**config.mk**
```make
export PLATFORM = sky130hd
export DESIGN_NAME = mc_ctrl_flat
export DESIGN_NICKNAME = d
export VERILOG_FILES = /design/src/rtl/mc_ctrl_if.sv /design/src/rtl/mc_ctrl.sv /design/src/flat_wrapper.sv
export SDC_FILE = /design/constraint.sdc
export NUM_CORES = 1
export LEC_CHECK = 0
export ABC_AREA = 1
export CORE_ASPECT_RATIO = 0.5
export CORE_MARGIN = 1.5
export CORE_UTILIZATION = 34
export DETAILED_ROUTE_END_ITERATION = 12
export PLACE_DENSITY = 0.66
export SYNTH_ARGS = -nofsm -noshare
export SYNTH_HDL_FRONTEND = slang
export SYNTH_SLANG_ARGS = --single-unit
```
**constraint.sdc**
```tcl
create_clock -name clk -period 8.65 [get_ports clk]
set_input_delay 2.1625 -clock clk [delete_from_list [all_inputs] [get_ports clk]]
set_output_delay 2.1625 -clock clk [all_outputs]
set_load 0.1 [all_outputs]
```
**src/rtl/mc_ctrl_if.sv**
```systemverilog
// Handshake bundle between the multicycle controller and its datapath.
// The datapath drives Op/Funct/Zero; the controller drives everything else.
interface mc_ctrl_if;
  logic [5:0]  Op;
  logic [5:0]  Funct;
  logic        Zero;
  logic        PCWriteEn;
  logic        PCWr;
  logic        JUMP;
  logic        IRWr;
  logic        RFWr;
  logic        DMWr;
  logic [1:0]  ALUOp;
  logic        ALUSrc;
  logic        RegDst;
  logic        MemToReg;
  logic [3:0]  State;
  logic        IllegalOp;
  logic [31:0] InstrCnt;

  modport master (
    output Op, Funct, Zero,
    input  PCWriteEn, PCWr, JUMP, IRWr, RFWr, DMWr, ALUOp, ALUSrc, RegDst, MemToReg,
    input  State, IllegalOp, InstrCnt
  );

  modport slave (
    input  Op, Funct, Zero,
    output PCWriteEn, PCWr, JUMP, IRWr, RFWr, DMWr, ALUOp, ALUSrc, RegDst, MemToReg,
    output State, IllegalOp, InstrCnt
  );
endinterface

```
**src/rtl/mc_ctrl.sv**
```systemverilog
// Multicycle MIPS-subset controller: Moore FSM sequencing fetch, decode, execute,
// memory and write-back, with a sticky illegal-op flag and a retired-instruction counter.
module mc_ctrl (
  input  logic        clk,
  input  logic        rst,
  mc_ctrl_if.slave    bus
);

  typedef enum logic [3:0] {
    StFetch = 4'd0,
    StDcd   = 4'd1,
    StExe   = 4'd2,
    StMa    = 4'd3,
    StMrd   = 4'd4,
    StMwr   = 4'd5,
    StWb    = 4'd6,
    StBr    = 4'd7,
    StJmp   = 4'd8
  } state_e;

  localparam logic [5:0] OpRtype = 6'b000000;
  localparam logic [5:0] OpOri   = 6'b001101;
  localparam logic [5:0] OpLui   = 6'b001111;
  localparam logic [5:0] OpLw    = 6'b100011;
  localparam logic [5:0] OpSw    = 6'b101011;
  localparam logic [5:0] OpBeq   = 6'b000100;
  localparam logic [5:0] OpJ     = 6'b000010;
  localparam logic [5:0] FnAddu  = 6'b100001;
  localparam logic [5:0] FnSubu  = 6'b100011;

  state_e      r_state, w_state_d;
  logic [5:0]  r_op, r_funct;
  logic        r_m2r;
  logic        r_ill;
  logic [31:0] r_cnt;

  logic w_dcd_r, w_dcd_alu, w_dcd_mem, w_dcd_beq, w_dcd_j, w_dcd_ill, w_retire;

  // Decode of the live opcode; only consulted while in DCD.
  assign w_dcd_r   = (bus.Op == OpRtype) && (bus.Funct == FnAddu || bus.Funct == FnSubu);
  assign w_dcd_alu = w_dcd_r || bus.Op == OpOri || bus.Op == OpLui;
  assign w_dcd_mem = (bus.Op == OpLw) || (bus.Op == OpSw);
  assign w_dcd_beq = (bus.Op == OpBeq);
  assign w_dcd_j   = (bus.Op == OpJ);
  assign w_dcd_ill = !(w_dcd_alu || w_dcd_mem || w_dcd_beq || w_dcd_j);
  assign w_retire  = (r_state == StMwr) || (r_state == StWb) ||
                     (r_state == StBr)  || (r_state == StJmp);

  always_comb begin
    w_state_d = StFetch;
    unique case (r_state)
      StFetch: w_state_d = StDcd;
      StDcd: begin
        if (w_dcd_alu)      w_state_d = StExe;
        else if (w_dcd_mem) w_state_d = StMa;
        else if (w_dcd_beq) w_state_d = StBr;
        else if (w_dcd_j)   w_state_d = StJmp;
        else                w_state_d = StFetch;
      end
      StExe:   w_state_d = StWb;
      StMa:    w_state_d = (r_op == OpLw) ? StMrd : StMwr;
      StMrd:   w_state_d = StWb;
      default: w_state_d = StFetch;
    endcase
  end

  always_ff @(posedge clk or posedge rst) begin
    if (rst) begin
      r_state <= StFetch;
      r_op    <= '0;
      r_funct <= '0;
      r_m2r   <= 1'b0;
      r_ill   <= 1'b0;
      r_cnt   <= '0;
    end else begin
      r_state <= w_state_d;
      if (r_state == StDcd) begin
        r_op    <= bus.Op;
        r_funct <= bus.Funct;
        if (w_dcd_ill) r_ill <= 1'b1;
      end
      r_m2r <= (r_state == StMrd);
      if (w_retire) r_cnt <= r_cnt + 32'd1;
    end
  end

  // Outputs are held idle while rst is high so an aborted WB/MWR cannot write.
  always_comb begin
    bus.PCWriteEn = 1'b0;
    bus.PCWr      = 1'b0;
    bus.JUMP      = 1'b1;
    bus.IRWr      = 1'b0;
    bus.RFWr      = 1'b0;
    bus.DMWr      = 1'b0;
    bus.ALUOp     = 2'b00;
    bus.ALUSrc    = 1'b0;
    bus.RegDst    = 1'b0;
    bus.MemToReg  = 1'b0;
    if (!rst) begin
      unique case (r_state)
        StFetch: begin
          bus.IRWr      = 1'b1;
          bus.PCWriteEn = 1'b1;
        end
        StExe: begin
          if (r_op == OpRtype && r_funct == FnSubu) bus.ALUOp = 2'b01;
          else if (r_op == OpOri)                  bus.ALUOp = 2'b10;
          else if (r_op == OpLui)                  bus.ALUOp = 2'b11;
          bus.ALUSrc = (r_op == OpOri) || (r_op == OpLui);
        end
        StMa:  bus.ALUSrc = 1'b1;
        StMwr: bus.DMWr   = 1'b1;
        StWb: begin
          bus.RFWr     = 1'b1;
          bus.RegDst   = (r_op == OpRtype);
          bus.MemToReg = r_m2r;
        end
        StBr: begin
          bus.ALUOp = 2'b01;
          bus.PCWr  = bus.Zero;
        end
        StJmp:   bus.JUMP = 1'b0;
        default: ;
      endcase
    end
  end

  assign bus.State     = r_state;
  assign bus.IllegalOp = r_ill;
  assign bus.InstrCnt  = r_cnt;

endmodule

```
**src/flat_wrapper.sv**
```systemverilog
// flat-port wrapper written by rule: the top's interface ports become plain ports
module mc_ctrl_flat 
  (clk, rst, bus_Op, bus_Funct, bus_Zero, bus_PCWriteEn, bus_PCWr, bus_JUMP, bus_IRWr, bus_RFWr, bus_DMWr, bus_ALUOp, bus_ALUSrc, bus_RegDst, bus_MemToReg, bus_State, bus_IllegalOp, bus_InstrCnt);
  mc_ctrl_if bus_i ();
  input  logic clk;
  input  logic rst;
  input wire logic [$bits(bus_i.Op)-1:0] bus_Op;
  input wire logic [$bits(bus_i.Funct)-1:0] bus_Funct;
  input wire logic [$bits(bus_i.Zero)-1:0] bus_Zero;
  output wire logic [$bits(bus_i.PCWriteEn)-1:0] bus_PCWriteEn;
  output wire logic [$bits(bus_i.PCWr)-1:0] bus_PCWr;
  output wire logic [$bits(bus_i.JUMP)-1:0] bus_JUMP;
  output wire logic [$bits(bus_i.IRWr)-1:0] bus_IRWr;
  output wire logic [$bits(bus_i.RFWr)-1:0] bus_RFWr;
  output wire logic [$bits(bus_i.DMWr)-1:0] bus_DMWr;
  output wire logic [$bits(bus_i.ALUOp)-1:0] bus_ALUOp;
  output wire logic [$bits(bus_i.ALUSrc)-1:0] bus_ALUSrc;
  output wire logic [$bits(bus_i.RegDst)-1:0] bus_RegDst;
  output wire logic [$bits(bus_i.MemToReg)-1:0] bus_MemToReg;
  output wire logic [$bits(bus_i.State)-1:0] bus_State;
  output wire logic [$bits(bus_i.IllegalOp)-1:0] bus_IllegalOp;
  output wire logic [$bits(bus_i.InstrCnt)-1:0] bus_InstrCnt;
  assign bus_i.Op = bus_Op;
  assign bus_i.Funct = bus_Funct;
  assign bus_i.Zero = bus_Zero;
  assign bus_PCWriteEn = bus_i.PCWriteEn;
  assign bus_PCWr = bus_i.PCWr;
  assign bus_JUMP = bus_i.JUMP;
  assign bus_IRWr = bus_i.IRWr;
  assign bus_RFWr = bus_i.RFWr;
  assign bus_DMWr = bus_i.DMWr;
  assign bus_ALUOp = bus_i.ALUOp;
  assign bus_ALUSrc = bus_i.ALUSrc;
  assign bus_RegDst = bus_i.RegDst;
  assign bus_MemToReg = bus_i.MemToReg;
  assign bus_State = bus_i.State;
  assign bus_IllegalOp = bus_i.IllegalOp;
  assign bus_InstrCnt = bus_i.InstrCnt;
  mc_ctrl u_core (.clk(clk), .rst(rst), .bus(bus_i));
endmodule
```
# [After elaboration in Yosys (flattened, before gate mapping)]
# Index checks and enable logic that the tools add are counted.
[totals] elab_cells=73 output_inout_bits=48 register_bits=50
[op_classes] addsub=1 reduce_logical=18 mux=27 n_bitwise=1 eq_ne=20
[ops] operator="$eq A6 B6 Y1 const B" count=6
[ops] operator="$add A32 B1 Y32 const B" count=1
[ops] operator="$eq A6 B4 Y1 const B" count=4
[ops] operator="$eq A4 B3 Y1 const B" count=4
[ops] operator="$mux W1" count=16
[ops] operator="$mux W4" count=4
[ops] operator="$pmux W4 S4" count=1
[ops] operator="$logic_not A6 Y1" count=2
[ops] operator="$logic_or A1 B1 Y1" count=11
[ops] operator="$eq A4 B2 Y1 const B" count=2
[ops] operator="$mux W2" count=4
[ops] operator="$eq A6 B2 Y1 const B" count=1
[ops] operator="$eq A6 B3 Y1 const B" count=1
[ops] operator="$eq A4 B1 Y1 const B" count=1
[ops] operator="$eq A4 B4 Y1 const B" count=1
[ops] operator="$logic_not A4 Y1" count=1
[ops] operator="$pmux W2 S2" count=1
[ops] operator="$logic_and A1 B1 Y1" count=2
[ops] operator="$pmux W1 S2" count=1
[ops] operator="$reduce_and A2 Y1" count=1
[ops] operator="$reduce_or A2 Y1" count=1
[ops] operator="$not A1 Y1" count=1

# [Longest topological paths before layout]
# Gate-level depths: netlist of run 1.
[depth] depth_word=10 ltp_mapped=11 depth_no_buf=10

# [Worst setup path after synthesis of run 1]
# OpenSTA, ideal clock, no wires.
[synth_path] path_kind="input to output" startpoint="input port rst" endpoint="output port bus_RegDst" arrival_time_ns=7.051 setup_slack_ns=-0.563 required_ns=6.488 path_stages=5 n_path_buf=0 cell_sequence="inv_1 > nand2_1 > nor2_1 > inv_1 > nor3_1"
[synth_via] elab_chain_cells=1
[synth_rtl] item="start, declared" line_no="flat_wrapper.sv:6" text="input logic rst;"
[synth_rtl] item="$mux W1" line_no="mc_ctrl.sv:99" text="if (!rst) begin"
[synth_rtl] item="end, declared" line_no="flat_wrapper.sv:18" text="output wire logic [$bits(bus_i.RegDst)-1:0] bus_RegDst;"
# No other way between the ends.

# [Worst setup path after layout of run 1]
[layout_path] startpoint="input port rst" endpoint="output port bus_ALUOp[0]"
[layout_via] elab_chain_cells=1
[layout_rtl] item="$mux W2" line_no="mc_ctrl.sv:99"
[layout_rtl] item="end, declared" line_no="flat_wrapper.sv:16" text="output wire logic [$bits(bus_i.ALUOp)-1:0] bus_ALUOp;"
# No other way between the ends.

==> metrics, run 1 <==
status completed; Synth Area in Adders 0.416%; vias in the first global route ~2500; Synth Area in Simple Gates 44.3%; Resized cells post-CTS 0; Mapped Cells 445; Via Count between 2000 and 3000; Tmin final roughly 7.0 ns; Die Wd 136 um; overall routed net length 7060 um; PortBufs 62; dpl ws ~1.6 ns; R2R cell count 6; post-synthesis sequential area ratio 41.6%; peak supply drop 0.000157 V; Startpoint Class primary input; Post-Syn Area 0.00301 mm^2; hold_buf cts 0; Setup Fix Bufs, Post-CTS 0; average wire per cell in the routed design 11.4 um; RSZ-0062 raised after global routing false; Setup TNS 0 ns; first drt pass iteration count 5; combinational share of power 42.2%; cell count after placement 614; GPL Wtd Cong approximately 0.83; total power draw 0.901 mW; multiplexer share of the synthesized area 0%; core area 0.00829 mm^2; nets roughly 530; power share of the sequential group 35.7%; YS warnings 0; Rel. slew slack 33.2%; worst setup margin between 1.5 and 2 ns; global-route wire length before repair between 10000 and 15000 um; initial antenna violation count 0; crit path DAT 4.83 ns; Worst setup EP type primary output; unique cell type count in the Yosys netlist 28; HP Class reg2reg; total global routing track utilization 16.1%; Remaining DRCs 0; Final ANT Viol Nets 0; Cell Pwr Density between 200 and 250 mW/mm^2; placed instance area between 0.003 and 0.004 mm^2; final std cells w/o fill ~620; largest net degree at the start of global routing 37; Mapped Nets 461; total clock sinks 50; Slew Viols, Final 0; CTS root buffer clkbuf_16; P_int 0.486 mW; critical path fanouts, max 36; Worst-path clk slew 0.06 ns; Post-Route Utilization 46.8%; slowest cell on the critical path clkdlybuf4s50_1; Fmax 143 MHz; later-pin clock latency in the skew report 0.29 ns; syn avg cell area 6.75 um^2; endpoints failing hold 0; Yosys reg bits 50; Critical Path RT between 6 and 7 ns; clock skew about 0.0055 ns; row cnt 23; Starting Density 36.3%; Die Height 69.5 um; vias per inst 4.49; worst hold path cell count 2; complex-gate fraction of the synthesized area 2.21%; CTS Buffer Depth 2; P_leak 1.77 nW; DIE AREA 0.00945 mm^2; io pins 63; htree depth 2; Area Overhead vs Synth 29.2%; CP dominant cell by count clkdlybuf4s50_1; switching power between 0.4 and 0.5 mW; Iter 0 DRT Violations 154; clock network power share around 22%; sw frac 46.0%; CTS tree yes; Crit Path Class in2out; Final Setup Violations 0; post-route design area around 0.0039 mm^2; cells along the critical path clkdlybuf4s50_1 -> inv_2 -> buf_4 -> o21ai_0 -> inv_1 -> clkdlybuf4s50_1; grt total ovfl 0; max_cap viols 0; dpl hpwl between 5000 and 6000 um; period utilization about 80%; worst slew pin tran 0.999 ns; Fin Hold WS slightly below 0.5 ns; layout cell share with drive strength beyond 1 6.08%; Post-Synth XOR/XNOR Area 3.79%; Antenna diodes 0; largest family of logic cells by synthesized area simple AND/OR/NAND/NOR gates; CTS buffer count 5; CP peak stage delay 1.12 ns
==> power groups by stage <==
stage | Combinational (mW) | Sequential (mW) | Clock (mW)
final | 0.380 | 0.322 | 0.199
after global routing | 0.412 | 0.330 | 0.219
after CTS | 0.383 | 0.322 | 0.207
after detailed placement | 0.381 | 0.326 | 0
after global placement | 0.381 | 0.325 | 0
after floorplan | 0.191 | 0.435 | 0
==> worst max-delay path, delay by kind of cell <==
| kind | cells | cell delay, ns |
|---|---|---|
| buf+inv | 5 | 2.46 |
| compound gates | 1 | 0.18 |
==> registers in the layout, indices dropped and copies added (netlist names) <==
signal / cells
u_core.r_op: 6
u_core.bus.IllegalOp: 1
u_core.bus.State: 4
u_core.r_funct: 6
u_core.bus.InstrCnt: 32
u_core.r_m2r: 1
==> cell usage in the layout (no fill, tap or decap), types with 3 or more instances in the layout <==
cell             netlist  final
inv_1                 46     45
nand3_1               21     21
nor2_2                 6      6
clkbuf_16              0      5
nor2_4                 5      5
clkdlybuf4s50_1        0     62
nor3_1                 6      5
nand4_1               10     10
dfrtp_1               50     50
nand2_1              186    186
xnor2_1                3      3
xor2_1                10     10
inv_2                  3      4
nor2_1                67     67
nand3b_1               3      3
nand2_2                4      4
o21ai_0                8      8
==> cells by family after synthesis <==
logic type	after synthesis
flip-flops	50
AO/OA/AOI/OAI	12
AND/OR/NAND/NOR	313
XOR/XNOR	13
adder cells (fa/ha/maj)	1
buffers and inverters	56
==> layout make-up <==
class | instances | area, um^2
repair buffers | 63 | 628
well taps | 112 | 140
flip-flops and latches | 50 | 1250
clock inverters | 1 | 5.00
inverters | 50 | 188
clock buffers | 7 | 143
fillers | 850 | 4410
multi-input cells | 339 | 1530
==> synthesized netlist by cell type <==
library cell  count  area [um^2]
nand2_4           2         22.5
nor4_1            1         6.26
nor2_2            6         37.5
nand2_1         186          698
inv_1            46          173
o221ai_1          1         8.76
nor2_1           67          251
buf_4             2         15.0
buf_8             1         15.0
xnor2_1           3         26.3
inv_2             3         11.3
and2_1            1         6.26
nand2_2           4         25.0
or2_2             1         6.26
o21ai_0           8         40.0
nor2_4            5         56.3
nand4_1          10         62.6
clkinv_1          1         3.75
nand3_1          21          105
nor3_1            6         30.0
xor2_1           10         87.6
dfrtp_1          50         1250
buf_2             2         10.0
nand3b_1          3         22.5
a21oi_1           2         10.0
ha_1              1         12.5
o211ai_1          1         7.51
clkbuf_1          1         3.75
==> worst paths after layout <==
| path | slack, ns | to | start |
|---|---|---|---|
| hold reg to reg | 0.48 | u_core.bus.IllegalOp | u_core.bus.IllegalOp |
| setup reg to reg | 6.92 | u_core.bus.State[0] | u_core.bus.State[0] |
| max in group asynchronous | 5.62 | u_core.bus.InstrCnt[7] | rst |
| min in group asynchronous | 2.24 | u_core.bus.IllegalOp | rst |
| hold / removal | 0.48 | u_core.bus.IllegalOp | u_core.bus.IllegalOp |
| setup / recovery | 1.66 | bus_ALUOp[0] | rst |
==> routing by layer <==
| metal | GRT usage [%] | wire length, um | vias up | share of wire [%] |
|---|---|---|---|---|
| met5 | 0 | 0 | - | 0 |
| met4 | 4.02 | 79 | 0 | 1.1 |
| met3 | 3.51 | 246 | 7 | 3.5 |
| met2 | 24.6 | 3060 | 44 | 43 |
| met1 | 23.1 | 3670 | 1247 | 52 |
| li1 | - | - | 1497 | - |
Note: power is estimated with default switching activity, not from simulation.
==> inputs of run 2 (changes only) <==
==> constraint.sdc (replaced) <==
create_clock -name clk -period 7.15 [get_ports clk]
set_input_delay 1.7875 -clock clk [delete_from_list [all_inputs] [get_ports clk]]
set_output_delay 1.7875 -clock clk [all_outputs]
set_load 0.1 [all_outputs]
==> run 2 against run 1 <==
- flip-flop and latch count did not move
- cell area fell by 0.26%
- die area did not move
- power rose by 21%
- clock skew rose by 0.0014 ns
==> metrics, run 2 (synthesis results as in run 1) <==
status completed; most frequent cells in the layout 186 x nand2_1, 65 x nor2_1, 56 x clkdlybuf4s50_1; Final ANT Viol Nets 0; endpoints failing hold 0; post-route design area 0.00387 mm^2; Antenna diodes 0; hold endpoint u_core.bus.IllegalOp; CTS root buffer clkbuf_16; final std cells w/o fill 622; met1 usage a little under a quarter; dpl hpwl 5480 um; vias per inst between 4 and 5; largest net degree at the start of global routing 53; placed instance area ~0.0037 mm^2; Worst setup EP type primary output; Area Overhead vs Synth 28.9%; CP dominant cell by count buf_4; Slew Viols, Final 0; CTS tree yes; hold_buf cts 0; critical path fanouts, max 52; Iter 0 DRT Violations ~160; R2R cell count 8; Rel. slew slack 33.6%; Worst-path clk slew 0.06 ns; Via Count 2813; HP Class reg2reg; CTS Buffer Depth 2; GPL Wtd Cong 0.830; peak supply drop 0.000182 V; average wire per cell in the routed design 11.5 um; commonest non-fill, non-tap cell in the layout nand2_1; CP peak stage delay approximately 0.53 ns; slowest cell on the critical path buf_4; Crit Path Class in2out; PortBufs 62; total clock sinks 50; sw frac 46.2%; io pins 63; power share of the sequential group between 30% and 40%; Cell Pwr Density around 280 mW/mm^2; Die Wd ~140 um; Resized cells post-CTS 0; max FFs per register 32; footprint of the multi-input gates 0.00153 mm^2; Die Height 69.5 um; combinational share of power between 40% and 50%; worst hold path cell count 2; GR Util met2 25.7%; Starting Density 36.3%; Startpoint Class primary input; clock network power share 22.1%; CTS buffer count 5; core area 0.00829 mm^2; max_cap viols 0; RR Startpoint u_core.bus.InstrCnt[0]; FF/Latch Area 0.00125 mm^2; # fillers around 860; cell count after placement 614; Tmin final 5.61 ns; hold path startpoint u_core.bus.IllegalOp; row cnt 23; Fmax 178 MHz; global route hottest layer met2; global-route wire length before repair 12500 um; Final Setup Violations 0; worst r2r dst u_core.bus.InstrCnt[24]; cells along the critical path clkdlybuf4s50_1 -> inv_2 -> buf_4 -> nand2_1 -> nor2_2 -> inv_1 -> nor3_2 -> buf_4; total global routing track utilization ~16%; first drt pass iteration count 4; R2R Setup Slk 5.42 ns; P_leak 1.78 nW; Remaining DRCs 0; grt total ovfl 0; overall routed net length 7180 um; clock skew 0.00691 ns; Setup TNS 0 ns; RSZ-0062 raised after global routing false; later-pin clock latency in the skew report 0.29 ns; Critical Path RT roughly 5.4 ns; worst setup margin between 1.5 and 2 ns; dpl ws approximately 1.5 ns; layout cell share with drive strength beyond 1 approximately 7.6%; Setup Fix Bufs, Post-CTS 0; DIE AREA 0.00945 mm^2; crit path DAT between 3 and 4 ns; P_int ~0.59 mW; initial antenna violation count 0; vias in the first global route 2631; switching power 0.504 mW; Global Route met3 Usage 3.65%; nets 525; period utilization approximately four fifths; htree depth 2; worst slew pin tran approximately 0.99 ns
==> run 2: cell count changes in the layout (fill, tap and decap cells not counted) <==
cell,before,now
nor2_2,6,8
nor2_1,67,65
buf_4,1,7
clkdlybuf4s50_1,62,56
==> run 2: area by class of cell <==
cell class	count	share of cell area, %
clock buffers	7	3.68
clock inverters	1	0.129
inverters	50	4.85
multi-input cells	339	39.6
flip-flops and latches	50	32.3
well taps	112	3.62
repair buffers	63	15.8
==> run 2: stage by stage <==
step	hold WS (ns)	util [%]	total power, mW
2_1_floorplan	0.449	-	0.759
3_3_place_gp	0.465	44.9	0.853
3_5_place_dp	0.453	44.9	0.857
4_1_cts	0.478	46.7	1.10
5_1_grt	0.503	46.7	1.16
6_report	0.478	46.7	1.09
==> run 2: worst max path at each step <==
stage                       endpoint  slack (ns)  start  cells past startpoint
after floorplan           bus_RegDst       -0.03    rst                      5
after global placement    bus_RegDst        1.52    rst                      8
after detailed placement  bus_RegDst        1.47    rst                      8
after CTS                 bus_RegDst        1.46    rst                      8
after global routing      bus_RegDst        1.28    rst                      8
final                     bus_RegDst        1.54    rst                      8
==> run 2: power groups by stage <==
stage	clock network, mW	logic [mW]	registers (mW)
after floorplan	0	0.233	0.526
after global placement	0	0.461	0.392
after detailed placement	0	0.464	0.393
after CTS	0.249	0.466	0.388
after global routing	0.261	0.505	0.398
final	0.242	0.462	0.388
==> run 2: worst max-delay path: cells and delay by family <==
family	cells	cell delay, ns
buffers and inverters	5	1.51
and+or+nand+nor	3	0.51
==> run 2: metal layers <==
| metal | vias to the layer above | routed length [um] |
|---|---|---|
| li1 | 1492 | - |
| met1 | 1260 | 3560 |
| met2 | 57 | 3230 |
| met3 | 4 | 345 |
| met4 | 0 | 49 |
| met5 | - | 0 |
